<file path="config.mk">
export PLATFORM = sky130hd
export DESIGN_NAME = pipe_sel_mux_flat
export DESIGN_NICKNAME = d
export VERILOG_FILES = /design/src/rtl/pipe_sel_mux_if.sv /design/src/rtl/pipe_sel_mux.sv /design/src/flat_wrapper.sv
export SDC_FILE = /design/constraint.sdc
export NUM_CORES = 1
export LEC_CHECK = 0
export CORE_MARGIN = 2
export CORE_UTILIZATION = 32
export CTS_CLUSTER_SIZE = 25
export DETAILED_ROUTE_END_ITERATION = 12
export GPL_TIMING_DRIVEN = 0
export PLACE_DENSITY = 0.78
export SKIP_LAST_GASP = 1
export SLEW_MARGIN = 30
export SYNTH_ARGS = -nofsm -noshare
export SYNTH_HDL_FRONTEND = slang
export SYNTH_SLANG_ARGS = --single-unit
</file>
<file path="constraint.sdc">
create_clock -name clk -period 0.8 [get_ports clk]
set_input_delay 0.12 -clock clk [delete_from_list [all_inputs] [get_ports clk]]
set_output_delay 0.12 -clock clk [all_outputs]
set_load 0.05 [all_outputs]
</file>
<file path="src/rtl/pipe_sel_mux_if.sv">
// Operand-select stage bus: source operands and controls in, registered stage outputs back.
interface pipe_sel_mux_if #(
    parameter int DATA_W  = 32,
    parameter int NUM_SRC = 4
);
    logic [NUM_SRC*DATA_W-1:0] in_data;
    logic [NUM_SRC-1:0]        in_sel;
    logic                      in_valid;
    logic                      stall;
    logic                      flush;
    logic [DATA_W-1:0]         out_data;
    logic [2:0]                out_src;
    logic                      out_valid;
    logic                      out_nosel;
    logic                      err_multi;

    modport master (
        output in_data, in_sel, in_valid, stall, flush,
        input  out_data, out_src, out_valid, out_nosel, err_multi
    );

    modport slave (
        input  in_data, in_sel, in_valid, stall, flush,
        output out_data, out_src, out_valid, out_nosel, err_multi
    );
endinterface

</file>
<file path="src/rtl/pipe_sel_mux.sv">
// N-way priority operand selector with a stall/flush stage register at the ID/EX boundary.
// Define PIPE_SEL_MUX_ONEHOT_CHK_EN to build the sticky multi-select checker (err_multi).
module pipe_sel_mux #(
    parameter int                 DATA_W  = 32,
    parameter int                 NUM_SRC = 4,
    parameter logic [DATA_W-1:0]  RST_VAL = '0
) (
    input  logic          clk,
    input  logic          rst_n,
    pipe_sel_mux_if.slave bus
);
    logic [DATA_W-1:0] sel_data;
    logic [2:0]        sel_idx;
    logic              sel_none;

    logic [DATA_W-1:0] data_d,  data_q;
    logic [2:0]        src_d,   src_q;
    logic              valid_d, valid_q;
    logic              nosel_d, nosel_q;
    logic              load;

    // Walk from the top index down so the lowest set bit is the last one to win.
    always_comb begin
        sel_data = bus.in_data[DATA_W-1:0];
        sel_idx  = 3'd0;
        sel_none = 1'b1;
        for (int i = NUM_SRC - 1; i >= 0; i--) begin
            if (bus.in_sel[i]) begin
                sel_data = bus.in_data[i*DATA_W +: DATA_W];
                sel_idx  = 3'(i);
                sel_none = 1'b0;
            end
        end
    end

    assign load = !bus.flush && !bus.stall;

    always_comb begin
        data_d  = data_q;
        src_d   = src_q;
        valid_d = valid_q;
        nosel_d = nosel_q;
        if (bus.flush) begin
            data_d  = RST_VAL;
            src_d   = 3'd0;
            valid_d = 1'b0;
            nosel_d = 1'b0;
        end else if (!bus.stall) begin
            data_d  = sel_data;
            src_d   = sel_idx;
            valid_d = bus.in_valid;
            nosel_d = sel_none & bus.in_valid;
        end
    end

`ifdef PIPE_SEL_MUX_ONEHOT_CHK_EN
    logic err_d, err_q;
    logic multi_hot;

    assign multi_hot = ($countones(bus.in_sel) > 1);
    // Sticky until reset; flush and stall cannot clear it.
    assign err_d     = err_q | (load & bus.in_valid & multi_hot);
    assign bus.err_multi = err_q;
`else
    assign bus.err_multi = 1'b0;
`endif

    always_ff @(posedge clk or negedge rst_n) begin
        if (!rst_n) begin
            data_q  <= RST_VAL;
            src_q   <= 3'd0;
            valid_q <= 1'b0;
            nosel_q <= 1'b0;
`ifdef PIPE_SEL_MUX_ONEHOT_CHK_EN
            err_q   <= 1'b0;
`endif
        end else begin
            data_q  <= data_d;
            src_q   <= src_d;
            valid_q <= valid_d;
            nosel_q <= nosel_d;
`ifdef PIPE_SEL_MUX_ONEHOT_CHK_EN
            err_q   <= err_d;
`endif
        end
    end

    assign bus.out_data  = data_q;
    assign bus.out_src   = src_q;
    assign bus.out_valid = valid_q;
    assign bus.out_nosel = nosel_q;

endmodule

</file>
<file path="src/flat_wrapper.sv">
// flat-port wrapper written by rule: the top's interface ports become plain ports
module pipe_sel_mux_flat 
#(
    parameter int                 DATA_W  = 32,
    parameter int                 NUM_SRC = 4,
    parameter logic [DATA_W-1:0]  RST_VAL = '0
)
  (clk, rst_n, bus_in_data, bus_in_sel, bus_in_valid, bus_stall, bus_flush, bus_out_data, bus_out_src, bus_out_valid, bus_out_nosel, bus_err_multi);
  pipe_sel_mux_if #(.DATA_W(DATA_W), .NUM_SRC(NUM_SRC)) bus_i ();
  input  logic clk;
  input  logic rst_n;
  input wire logic [$bits(bus_i.in_data)-1:0] bus_in_data;
  input wire logic [$bits(bus_i.in_sel)-1:0] bus_in_sel;
  input wire logic [$bits(bus_i.in_valid)-1:0] bus_in_valid;
  input wire logic [$bits(bus_i.stall)-1:0] bus_stall;
  input wire logic [$bits(bus_i.flush)-1:0] bus_flush;
  output wire logic [$bits(bus_i.out_data)-1:0] bus_out_data;
  output wire logic [$bits(bus_i.out_src)-1:0] bus_out_src;
  output wire logic [$bits(bus_i.out_valid)-1:0] bus_out_valid;
  output wire logic [$bits(bus_i.out_nosel)-1:0] bus_out_nosel;
  output wire logic [$bits(bus_i.err_multi)-1:0] bus_err_multi;
  assign bus_i.in_data = bus_in_data;
  assign bus_i.in_sel = bus_in_sel;
  assign bus_i.in_valid = bus_in_valid;
  assign bus_i.stall = bus_stall;
  assign bus_i.flush = bus_flush;
  assign bus_out_data = bus_i.out_data;
  assign bus_out_src = bus_i.out_src;
  assign bus_out_valid = bus_i.out_valid;
  assign bus_out_nosel = bus_i.out_nosel;
  assign bus_err_multi = bus_i.err_multi;
  pipe_sel_mux #(.DATA_W(DATA_W), .NUM_SRC(NUM_SRC), .RST_VAL(RST_VAL)) u_core (.clk(clk), .rst_n(rst_n), .bus(bus_i));
endmodule
</file>
Word level (Yosys, flattened, before mapping)

Cells that the tools add are included.

Bitwise operators: 1
Eq/ne operators: 1
Muxes and demuxes: 20

Operators with widths:

| operator             | number |
|---|---|
| $mux W32             | 6 |
| $mux W1              | 8 |
| $mux W2              | 4 |
| $mux W3              | 2 |
| $ne A2 B1 Y1 const B | 1 |
| $and A1 B1 Y1        | 1 |

Register bits after elaboration: 37
Word-level logic and storage cells: 26
Output and inout bits: 38

Depth between registers and ports, before layout

Depth in word-level cells: 7
Depth in mapped cells: 5
Mapped depth without buffers: 3

Worst setup path after synthesis

No wires, ideal clock.

Path type: input to register
Start point: input bus_in_sel[0]
End point: register u_core.data_q[0], in the netlist u_core.bus.out_data[0]
Data arrival time: 1.049 ns
Stages on the path: 5
Setup slack: -0.316 ns
Required time: 0.733 ns
Setup time: 0.067 ns
Path through: or3_1 > buf_6 > buf_6 > a221oi_2 > a221o_1

Word-level cells in the longest chain between the ends: 3

Ends and longest elaborated chain:

| item                 | RTL line           | RTL |
|---|---|---|
| from (decl)          | flat_wrapper.sv:13 | `input wire logic [$bits(bus_i.in_sel)-1:0] bus_in_sel;` |
| $mux W32             | pipe_sel_mux.sv:28 | `if (bus.in_sel[i]) begin` |
| $mux W32             | pipe_sel_mux.sv:48 | `end else if (!bus.stall) begin` |
| $mux W32             | pipe_sel_mux.sv:43 | `if (bus.flush) begin` |
| to (signal assigned) | pipe_sel_mux.sv:78 | `data_q <= data_d;` |
| to (decl)            | pipe_sel_mux.sv:16 | `logic [DATA_W-1:0] data_d, data_q;` |

Every way passes these cells. The select of a mux whose other input is x is not followed.
A chain may end at the register's enable or synchronous reset.

Worst setup path in the final report

Start point: input bus_in_sel[0]
End point: register u_core.data_q[7], in the netlist u_core.bus.out_data[7]

The elaborated chain is that of the path after synthesis.

==> metrics.txt <==
outcome finished, violations left; failing checks negative hold slack, negative setup slack; Finish-stage setup viols 71; Peak VDD IR 0.0007559 V; die width 91.70 µm; CP required 1.02 ns; Max Freq about 0.95 GHz; first-pass GRT wire length approximately 15,000 µm; Avg Vias per Cell between 5 and 6; fillers 593; Synth cell types 24; final estimated routing congestion in global placement roughly 0.8; crit end category register; Place WS -1.150 ns; leading area contributor after synthesis dfrtp_1; later-pin clock latency in the skew report 0.28 ns; clk_skew 0 ns; Top delay family on crit path simple AND/OR/NAND/NOR gates; initial drt markers between 100 and 150; DP HPWL roughly 7300 µm; static leakage between 0.002 and 0.0025 µW; io pins between 150 and 200; fin util 67.57%; total CTS buffers 5; root buf cell clkbuf_8; Detail Route Antenna Nets 0; Worst EP arrival about 1.3 ns; Initial Util between 30% and 40%; Crit path largest cell delay roughly 0.5 ns; Final TNS setup -12.21 ns; core area about 7400 µm²; Die Height 91.70 µm; crit-path max FO 7; max-cap check violation count 0; # nets final 578; top cell type's share of synthesized area ~37%; clk sink count 36; Global Route Usage Sum 23.04%; Pwr Density approximately 1300 nW/µm²; Slew Limit Fails 0; Ant. Diodes 0; final setup margin -0.2487 ns; Ys Warns 0; register area share after synthesis a little over a third; layout cell share with drive strength beyond 1 between 30% and 40%; DRC viols 0; Buffers on Ports 170; vias in the first global route ~3,000; Final Hold Fails 16; Setup crit start kind primary input; Post-Route WL slightly above 10,000 µm; Area growth syn-to-layout 102.3%; hold_ws -0.2165 ns; row cnt 31; WL/cell about 19 µm; H-Tree Depth 2; unrepaired setup endpoints after global routing yes; Mapped Area between 2000 and 2500 µm²; WS Path Type primary input to register; total gr overflow 0; fin crit period approximately 1.0 ns; area occupied by multi-input gates ~1500 µm²; DRT Pass-1 Iters 5; total number of vias a little under 3,000; final instance area 4980 µm²; CTS max path bufs 2; largest net degree at the start of global routing 21; WP buf/inv 2; syn avg cell area about 10 µm²; TritonCTS clock tree done; Die Footprint 8409 µm²; Cells after Synth between 200 and 250; Clock transition at path regs approximately 0.080 ns; DP Area about 4300 µm²; Worst Hold Class primary input to asynchronous set/reset pin; initial antenna violation count 0; Yosys reg bits 36; FF+latch area approximately 900 µm²; fraction of the cycle the final worst path needs 131.1%; crit-path cells buf_6, or3_4, clkbuf_16, a221oi_2, a221o_1; CP max stage cell or3_4; top post-synthesis cells by area dfrtp_1 37%, a221oi_2 16%, a221o_1 13%
stage by stage:
| step | total power (µW) | cells |
|---|---|---|
| floorplan | 3124 | 246 |
| global placement | 4254 | 515 |
| detailed placement | 4291 | 516 |
| CTS | 6310 | 536 |
| global route | 6620 | 541 |
| finish | 6371 | 541 |
timing repair:
action                                  CTS  global route
endpoints found under the setup margin   71            71
setup buffers                            11             6
cloned                                    1             1
gates resized for setup                 329            23
pin swaps                                 3             2
endpoints found under the hold margin    16            16
worst paths after layout:
check / startpoint / end / slack, ns / cells after the start
worst max-delay path: bus_in_sel[0] / u_core.bus.out_data[7] / -0.25 / 5
worst min-delay path: rst_n / u_core.bus.out_data[8] / -0.22 / 1
worst max register to register: u_core.bus.out_data[15] / u_core.bus.out_data[15] / -0.19 / 2
worst min register to register: u_core.bus.out_src[1] / u_core.bus.out_src[1] / 0.52 / 2
max in group asynchronous: rst_n / u_core.bus.out_data[26] / 0.56 / 2
min in group clk: bus_flush / u_core.bus.out_valid / 0.10 / 3
synth_stat cells (all sizes together):
master  count
nor2b       1
mux2i       1
buf        20
a32o        1
clkbuf     12
dfrtp      36
a221oi     32
o21a        1
conb        1
nor2        4
o31ai       1
a221o      32
o21ai       1
nand3b     32
inv        33
or3         1
nand2       2
nor3        1
a21oi      33
where the power goes:
group / leakage [µW] / switching, µW / internal (µW)
logic: 0.00161 / 1260 / 1290
clock network: 0.0000645 / 660 / 1100
registers: 0.000478 / 107 / 1950
total: 0.00215 / 2020 / 4350
sequential cells by signal (all words and copies together), names as in the netlist:
signal / count
u_core.bus.out_data: 32
u_core.bus.out_nosel: 1
u_core.bus.out_src: 2
u_core.bus.out_valid: 1
area by class of cell:
class	instances	share of cell area, %
buffer	30	5.704
timing repair buffer	190	39.15
multi-input combinational	145	29.52
sequential	36	18.12
tap	99	2.487
inverter	33	2.487
clock inverter	1	0.6030
clock buffer	7	1.935
layer usage:
layer / global-route usage (%) / vias to the layer above / wire length (µm)
met5: 0 / - / 0
met4: 5.846 / 0 / 213
met3: 7.313 / 17 / 852
met2: 41.30 / 148 / 5106
met1: 26.51 / 1426 / 4057
li1: - / 1330 / -
worst reg2reg max path, cell delays in order, from the launching register on:
cell     delay, ns
dfrtp_1       0.41
buf_4         0.15
a221o_1       0.31
cells in the final DEF (no fill, tap or decap), types with 9 or more instances in the layout:
cell type / n
clkbuf_8: 9
clkdlybuf4s50_1: 129
inv_1: 33
buf_4: 24
dfrtp_1: 35
a21oi_2: 20
a21oi_1: 11
nand3b_1: 32
a221oi_2: 25
a221o_1: 32
buf_6: 44
kinds of logic (layout without fill, tap and decap cells):
family	after synthesis	in the layout	share of synthesized area [%]
AO/OA/AOI/OAI	101	101	39.20
buffers and inverters	65	261	12.25
flip-flops	36	36	36.60
multiplexers	1	1	0.4067
other	1	2	0.1524
AND/OR/NAND/NOR	41	41	11.39
No activity file was read; power rests on OpenSTA's default activity.
